File: src/rtl/irq_pkg.sv
// Shared constants for the interrupt controller: source bit positions,
// default MMIO addresses and the implemented-bit mask helper.
package irq_pkg;

    localparam int IRQ_VBLANK = 0;
    localparam int IRQ_STAT   = 1;
    localparam int IRQ_TIMER  = 2;
    localparam int IRQ_SERIAL = 3;
    localparam int IRQ_JOYPAD = 4;

    localparam logic [15:0] IF_ADDR_DEF = 16'hFF0F;
    localparam logic [15:0] IE_ADDR_DEF = 16'hFFFF;

    // Bits of IF that do not exist read back as 1.
    localparam logic [7:0] IF_RD_MASK = 8'hE0;

    function automatic logic [7:0] impl_mask(input int n);
        logic [7:0] m;
        for (int i = 0; i < 8; i++) begin
            m[i] = (i < n);
        end
        return m;
    endfunction

endpackage

File: src/rtl/irq_edge_detect.sv
// Rising-edge detector for the request lines; edges are combinational, one
// cycle wide. No backpressure. prev tracks REQ even in reset.
module irq_edge_detect #(
    parameter int W = 5
) (
    input  logic         clk_i,
    input  logic         rst_i,
    input  logic [W-1:0] req_i,
    output logic [W-1:0] edge_o
);

    logic [W-1:0] prev_q;
    logic [W-1:0] prev_d;

    assign prev_d = req_i;

    // Loading prev from the live lines during reset means a line already
    // high at release is treated as old news, not as a fresh request.
    always_ff @(posedge clk_i) begin
        if (rst_i) begin
            prev_q <= req_i;
        end else begin
            prev_q <= prev_d;
        end
    end

    assign edge_o = req_i & ~prev_q & {W{~rst_i}};

endmodule

File: src/rtl/irq_controller.sv
// IF/IE interrupt register file feeding the SM83 core: edge-captured requests
// show on CPU_IRQ_TRIG/WAKE one cycle after the edge; reads land in DOUT next cycle.
module irq_controller
    import irq_pkg::*;
#(
    parameter int          NUM_SRC = 5,
    parameter logic [15:0] IF_ADDR = IF_ADDR_DEF,
    parameter logic [15:0] IE_ADDR = IE_ADDR_DEF
) (
    input  logic               CLK,
    input  logic               RESET,
    input  logic [NUM_SRC-1:0] REQ,
    input  logic [15:0]        A,
    input  logic [7:0]         DIN,
    input  logic               WR,
    input  logic               RD,
    output logic [7:0]         DOUT,
    output logic               SEL,
    output logic [7:0]         CPU_IRQ_TRIG,
    input  logic [7:0]         CPU_IRQ_ACK,
    output logic               WAKE
);

    localparam logic [7:0] IMPL_MASK = impl_mask(NUM_SRC);

    logic [NUM_SRC-1:0] req_edge;
    logic               hit_if;
    logic               hit_ie;
    logic [7:0]         if_q, if_d;
    logic [7:0]         ie_q, ie_d;
    logic [7:0]         dout_q, dout_d;

    irq_edge_detect #(
        .W (NUM_SRC)
    ) u_edge_detect (
        .clk_i  (CLK),
        .rst_i  (RESET),
        .req_i  (REQ),
        .edge_o (req_edge)
    );

    assign hit_if = (A == IF_ADDR);
    assign hit_ie = (A == IE_ADDR);

    // Write, then ack, then edge: a fresh edge always survives the cycle.
    always_comb begin
        if_d = if_q;
        if (WR && hit_if) begin
            if_d = DIN;
        end
        if_d = if_d & ~CPU_IRQ_ACK;
        if_d = if_d | 8'(req_edge);
        if_d = if_d & IMPL_MASK;

        ie_d = ie_q;
        if (WR && hit_ie) begin
            ie_d = DIN;
        end

        dout_d = dout_q;
        if (RD) begin
            if (hit_if) begin
                dout_d = if_q | ~IMPL_MASK;
            end else if (hit_ie) begin
                dout_d = ie_q;
            end else begin
                dout_d = '0;
            end
        end
    end

    always_ff @(posedge CLK) begin
        if (RESET) begin
            if_q   <= '0;
            ie_q   <= '0;
            dout_q <= '0;
        end else begin
            if_q   <= if_d;
            ie_q   <= ie_d;
            dout_q <= dout_d;
        end
    end

    assign DOUT         = dout_q;
    assign SEL          = hit_if | hit_ie;
    assign CPU_IRQ_TRIG = if_q & ie_q & IMPL_MASK;
    assign WAKE         = |CPU_IRQ_TRIG;

endmodule
File: config.mk
export PLATFORM = sky130hd
export DESIGN_NAME = irq_controller
export DESIGN_NICKNAME = d
export VERILOG_FILES = /design/src/rtl/irq_pkg.sv /design/src/rtl/irq_edge_detect.sv /design/src/rtl/irq_controller.sv
export SDC_FILE = /design/constraint.sdc
export NUM_CORES = 1
export LEC_CHECK = 0
export CAP_MARGIN = 20
export CORE_MARGIN = 1.5
export CORE_UTILIZATION = 43
export CTS_CLUSTER_SIZE = 10
export DETAILED_ROUTE_END_ITERATION = 10
export PLACE_DENSITY_LB_ADDON = 0.3
export SETUP_SLACK_MARGIN = 0.4
export SLEW_MARGIN = 0
export SYNTH_ARGS = -nofsm -noshare
export SYNTH_HDL_FRONTEND = slang
export SYNTH_SLANG_ARGS = --single-unit
File: constraint.sdc
create_clock -name CLK -period 2.7 [get_ports CLK]
set_clock_uncertainty 0.05 [all_clocks]
set_input_delay 0.54 -clock CLK [delete_from_list [all_inputs] [get_ports CLK]]
set_output_delay 0.54 -clock CLK [all_outputs]
set_load 0.01 [all_outputs]
# Word-level counts from Yosys, hierarchy flattened
# Index checks and enable logic that the tools add are counted.
# totals
ff_bits	26
wordCells	21
input_bits	41
out_inout_bits	18
# classes
n_eq_ne	2
bitwise	9
n_mux	3
n_reduce_logical	3
# op_table
operator	n
$eq 16x16->1 const B	2
$and 5x5->5	4
$mux 8	2
$not 5->5	2
$mux 5	1
$or 5x5->5	1
$reduce_or 5->1	1
$logic_and 1x1->1	2
$not 1->1	1
$or 1x1->1	1

# Longest topological paths before layout
# depth
ltp_word	5
ltp_mapped	5

# Hierarchy
# Synthesis repeated with hierarchy kept, for this count alone.
# hier_totals
hier_cells	140
area_unflattened_um2	1236.2
# by_module_without_submodules
mod	area_per_inst_um2	n_inst	cells_each	seq_area_each_um2
irq_controller	1093.5	1	130	420.4
irq_edge_detect	142.6	1	10	100.1

# Least setup slack after synthesis
# No wires, ideal clock.
# synth_path
kind	input to output
from	input A[4]
to	output SEL
slack_ps	348
cell_stages	2
t_arrival_ps	1762
required_ps	2110
path_cell_list	or4_4 > a2111oi_0
# synth_via
elab_chain_cells	2
word_cells_on_any_way	3
classes_between	2 x eq/ne; 1 x bitwise
# synth_lines
item	line_no	source
start: declaration	irq_controller.sv:13	input logic [15:0] A,
$eq 16x16->1 (on tied branches)	irq_controller.sv:42, irq_controller.sv:43	
$or 1x1->1 (*)	irq_controller.sv:85	assign SEL = hit_if | hit_ie;
end: declaration	irq_controller.sv:18	output logic SEL,
# Mark *: on every way between the ends. The rest lies on a longest branch, timed or not.

# Worst setup path after layout
# layout_path
from	input A[5]
to	output SEL
# Same word-level chain as after synthesis.

==> impl_results.html <==
<table>
<tr><th>Metric</th><th>Value</th></tr>
<tr><th colspan="2">Floorplan</th></tr>
<tr><td>Initial Util</td><td>44.88%</td></tr>
<tr><td>Row cnt</td><td>19</td></tr>
<tr><td>Die height</td><td>56.18 um</td></tr>
<tr><td>Ports placed on the boundary</td><td>59</td></tr>
<tr><td>Core outline area</td><td>2710 um^2</td></tr>
<tr><td>Die area</td><td>3156 um^2</td></tr>
<tr><td>Die X</td><td>56.18 um</td></tr>
<tr><th colspan="2">Finish</th></tr>
<tr><td>Post-route standard cell area excluding fillers</td><td>1861 um^2</td></tr>
<tr><td>Post-route non-filler standard cell count</td><td>226</td></tr>
<tr><td>Ant. Diodes</td><td>0</td></tr>
<tr><td>Fraction of layout instances using a drive strength above 1</td><td>16.41%</td></tr>
<tr><td>Syn-to-layout area delta</td><td>52.98%</td></tr>
<tr><td>Count of nets after finishing</td><td>237</td></tr>
<tr><td>Count of fill cells added during filler insertion</td><td>230</td></tr>
<tr><td>Final core utilization</td><td>68.65%</td></tr>
<tr><th colspan="2">Timing</th></tr>
<tr><td>Final setup fails</td><td>0</td></tr>
<tr><td>Crit share post-route</td><td>85.27%</td></tr>
<tr><td>Final WS setup</td><td>0.3978 ns</td></tr>
<tr><td>Final hold viol count</td><td>0</td></tr>
<tr><td>Max-slew violation count</td><td>0</td></tr>
<tr><td>Final Critical Period</td><td>2.302 ns</td></tr>
<tr><td>Rel. slew slack</td><td>65.18%</td></tr>
<tr><td>Unrepaired setup endpoints after global routing</td><td>yes</td></tr>
<tr><td>Minimum hold slack</td><td>0.3977 ns</td></tr>
<tr><td>Setup TNS</td><td>0 ns</td></tr>
<tr><td>Slew @ Worst Pin</td><td>0.5195 ns</td></tr>
<tr><td>Timing-limited maximum frequency</td><td>434.4 MHz</td></tr>
<tr><th colspan="2">Critical path</th></tr>
<tr><td>Critical Path End Type</td><td>output pin</td></tr>
<tr><td>CP required</td><td>2.11 ns</td></tr>
<tr><td>Cell at the slowest stage of the critical path</td><td>sky130_fd_sc_hd__or4_4</td></tr>
<tr><td>Critical Path, Cell by Cell</td><td>buf_6 &gt; or4_4 &gt; a2111oi_4 &gt; buf_2</td></tr>
<tr><td>Max Fanout on Critical Path</td><td>2</td></tr>
<tr><td>WS Path Type</td><td>in2out</td></tr>
<tr><td>Category of the worst setup path launch point</td><td>primary input</td></tr>
<tr><td>Largest stage delay, worst path</td><td>0.55 ns</td></tr>
<tr><td>Arrival time worst endpoint</td><td>1.71 ns</td></tr>
<tr><th colspan="2">Clock network</th></tr>
<tr><td>Number of buffers on the longest clock path</td><td>2</td></tr>
<tr><td>TritonCTS clock tree</td><td>done</td></tr>
<tr><td>Clock buffers created by TritonCTS</td><td>3</td></tr>
<tr><td>CTS clock-pin slew for the worst setup and hold paths</td><td>0.13 ns</td></tr>
<tr><td>Clock latency at the later pin of the worst-skew pair</td><td>0.32 ns</td></tr>
<tr><td>Clock sinks</td><td>26</td></tr>
<tr><td>CTS hold repair buffers</td><td>0</td></tr>
<tr><td>CTS Root Cell</td><td>sky130_fd_sc_hd__clkbuf_4</td></tr>
<tr><td>H-tree levels</td><td>1</td></tr>
<tr><th colspan="2">Global routing</th></tr>
<tr><td>Initial antenna violation count</td><td>0</td></tr>
<tr><td>Largest net degree at the start of global routing</td><td>18</td></tr>
<tr><td>Global route overflow</td><td>0</td></tr>
<tr><td>Number of global-route vias before repair</td><td>1256</td></tr>
<tr><td>Wire length of the first global-routing pass</td><td>5485 um</td></tr>
<tr><td>Total global routing track utilization</td><td>22.55%</td></tr>
<tr><th colspan="2">Synthesis</th></tr>
<tr><td>Mapped Cells</td><td>135</td></tr>
<tr><td>Top post-synthesis cells by area</td><td>sky130_fd_sc_hd__dfxtp_1 (43%), sky130_fd_sc_hd__nor3b_1 (6.2%), sky130_fd_sc_hd__and2_1 (5.7%)</td></tr>
<tr><td>Area share of the leading cell type in the synthesized netlist</td><td>42.80%</td></tr>
<tr><td>Cell variety after synth</td><td>32</td></tr>
<tr><td>Mean post-synth cell area</td><td>9.009 um^2</td></tr>
<tr><td>Number of flops mapped to enable cells by yosys</td><td>0</td></tr>
<tr><td>Predominant post-synthesis flop cell</td><td>sky130_fd_sc_hd__dfxtp_1</td></tr>
<tr><td>Total standard cell area after synthesis</td><td>1216 um^2</td></tr>
<tr><td>Yosys warning count</td><td>0</td></tr>
<tr><td>Asr flop ratio synth</td><td>0%</td></tr>
<tr><td>Post-synthesis sequential area ratio</td><td>42.80%</td></tr>
<tr><td>Dominant cell type by area after synthesis</td><td>sky130_fd_sc_hd__dfxtp_1</td></tr>
<tr><td>Register bit total from synthesis</td><td>26</td></tr>
<tr><th colspan="2">Drt</th></tr>
<tr><td>Final wirelength</td><td>3443 um</td></tr>
<tr><td>Vias after detailed routing</td><td>1279</td></tr>
<tr><td>Residual antenna-violating net count after detailed routing</td><td>0</td></tr>
<tr><td>DR pass1 iterations</td><td>4</td></tr>
<tr><td>Via/cell ratio</td><td>5.659</td></tr>
<tr><td>Number of remaining DRC errors</td><td>0</td></tr>
<tr><td>Wire length per cell</td><td>15.23 um</td></tr>
<tr><td>Initial DRC Count</td><td>29</td></tr>
<tr><th colspan="2">Power</th></tr>
<tr><td>Leakage power total</td><td>0.6956 nW</td></tr>
<tr><td>Max IR drop VDD</td><td>0.3045 mV</td></tr>
<tr><td>Cell Pwr Density</td><td>378.7 nW/um^2</td></tr>
<tr><td>PnR Total Power</td><td>704.5 uW</td></tr>
<tr><th colspan="2">Run</th></tr>
<tr><td>Max-cap viol count</td><td>0</td></tr>
<tr><th colspan="2">Placement</th></tr>
<tr><td>Count of buffers from port buffering</td><td>52</td></tr>
<tr><td>Placer congestion estimate</td><td>0.7556</td></tr>
<tr><td>Placement-stage worst setup slack</td><td>-0.3713 ns</td></tr>
<tr><td>DPL Wire Length</td><td>2676 um</td></tr>
<tr><td>Dpl cells</td><td>219</td></tr>
<tr><td>Cell area after placement</td><td>1799 um^2</td></tr>
<tr><th colspan="2">Hold path</th></tr>
<tr><td>Kind of path behind the tightest hold check</td><td>reg2reg</td></tr>
<tr><th colspan="2">Run status</th></tr>
<tr><td>Run status</td><td>complete, no violations</td></tr>
</table>
[critical path, delay by kind of cell]
kind | cells | cell delay (ns)
and+or+nand+nor | 1 | 0.55
buffers and inverters | 2 | 0.27
AOI/OAI and AO/OA | 1 | 0.35
[power breakdown]
group / switching [mW] / internal, mW / total (mW)
logic: 0.0413 / 0.0678 / 0.109
registers: 0.00577 / 0.395 / 0.400
clock network: 0.112 / 0.0825 / 0.195
[placed cells by master, fill, tap and decap left out, drive strengths merged, types with 6 or more instances in the layout]
cell type,n
nor3b,10
o21ai,13
dfxtp,26
nor2,6
a21oi,11
nand3,13
and2,11
buf,16
clkdlybuf4s50,46
[final timing paths]
kind	startpoint	endpoint	slack [ns]	cells past startpoint
worst max-delay path	A[5]	SEL	0.40	4
worst min-delay path	u_edge_detect.prev_q[1]$_DFF_P_	if_q[1]$_SDFF_PP0_	0.40	1
worst max register to register	if_q[1]$_SDFF_PP0_	if_q[1]$_SDFF_PP0_	1.73	4
worst min register to register	u_edge_detect.prev_q[1]$_DFF_P_	if_q[1]$_SDFF_PP0_	0.40	1
[cell usage after synthesis (3+ instances only)]
| cell type | number |
|---|---|
| sky130_fd_sc_hd__nand3_1 | 13 |
| sky130_fd_sc_hd__a221o_1 | 5 |
| sky130_fd_sc_hd__inv_1 | 5 |
| sky130_fd_sc_hd__and2_1 | 11 |
| sky130_fd_sc_hd__o311ai_1 | 5 |
| sky130_fd_sc_hd__nor3b_1 | 10 |
| sky130_fd_sc_hd__dfxtp_1 | 26 |
| sky130_fd_sc_hd__nand4_1 | 3 |
| sky130_fd_sc_hd__nor3_1 | 4 |
| sky130_fd_sc_hd__nor2_1 | 4 |
| sky130_fd_sc_hd__o21ai_0 | 8 |
| sky130_fd_sc_hd__buf_4 | 3 |
| sky130_fd_sc_hd__o21ai_1 | 5 |
| sky130_fd_sc_hd__clkbuf_1 | 5 |
| sky130_fd_sc_hd__a21oi_1 | 11 |
[timing repair]
action | in CTS | in global routing
resized for setup | 27 | 3
pin swaps | 2 | 3
buffers inserted | 2 | 1
setup endpoints to repair | 2 | 1
[state kept, by name, indices dropped and copies added (netlist names)]
signal                cells
DOUT                      8
ie_q                      8
if_q                      5
u_edge_detect.prev_q      5
[cells by family after synthesis]
group           Yosys count  synth area share, %
simple gates             58                32.00
buf+inv                  14                5.247
other cells               1               0.3083
flops                    26                42.80
compound gates           36                19.65
[layout make-up]
cell class                 instances  area (um^2)  area share (%)
multi-input combinational         97        658.1           35.37
timing repair buffer              63        585.6           31.47
sequential                        26        523.0           28.11
tap                               31        38.79           2.085
clock buffer                       4        36.28           1.950
inverter                           5        18.77           1.009
[metal layers]
layer  vias up  wire, um  track usage (%)
li1        622         -                -
met1       603      1400            25.91
met2        45      1769            39.50
met3         9       178            3.256
met4         0        94            12.93
met5         -         0                0
Power figures use the tool's default switching activity.
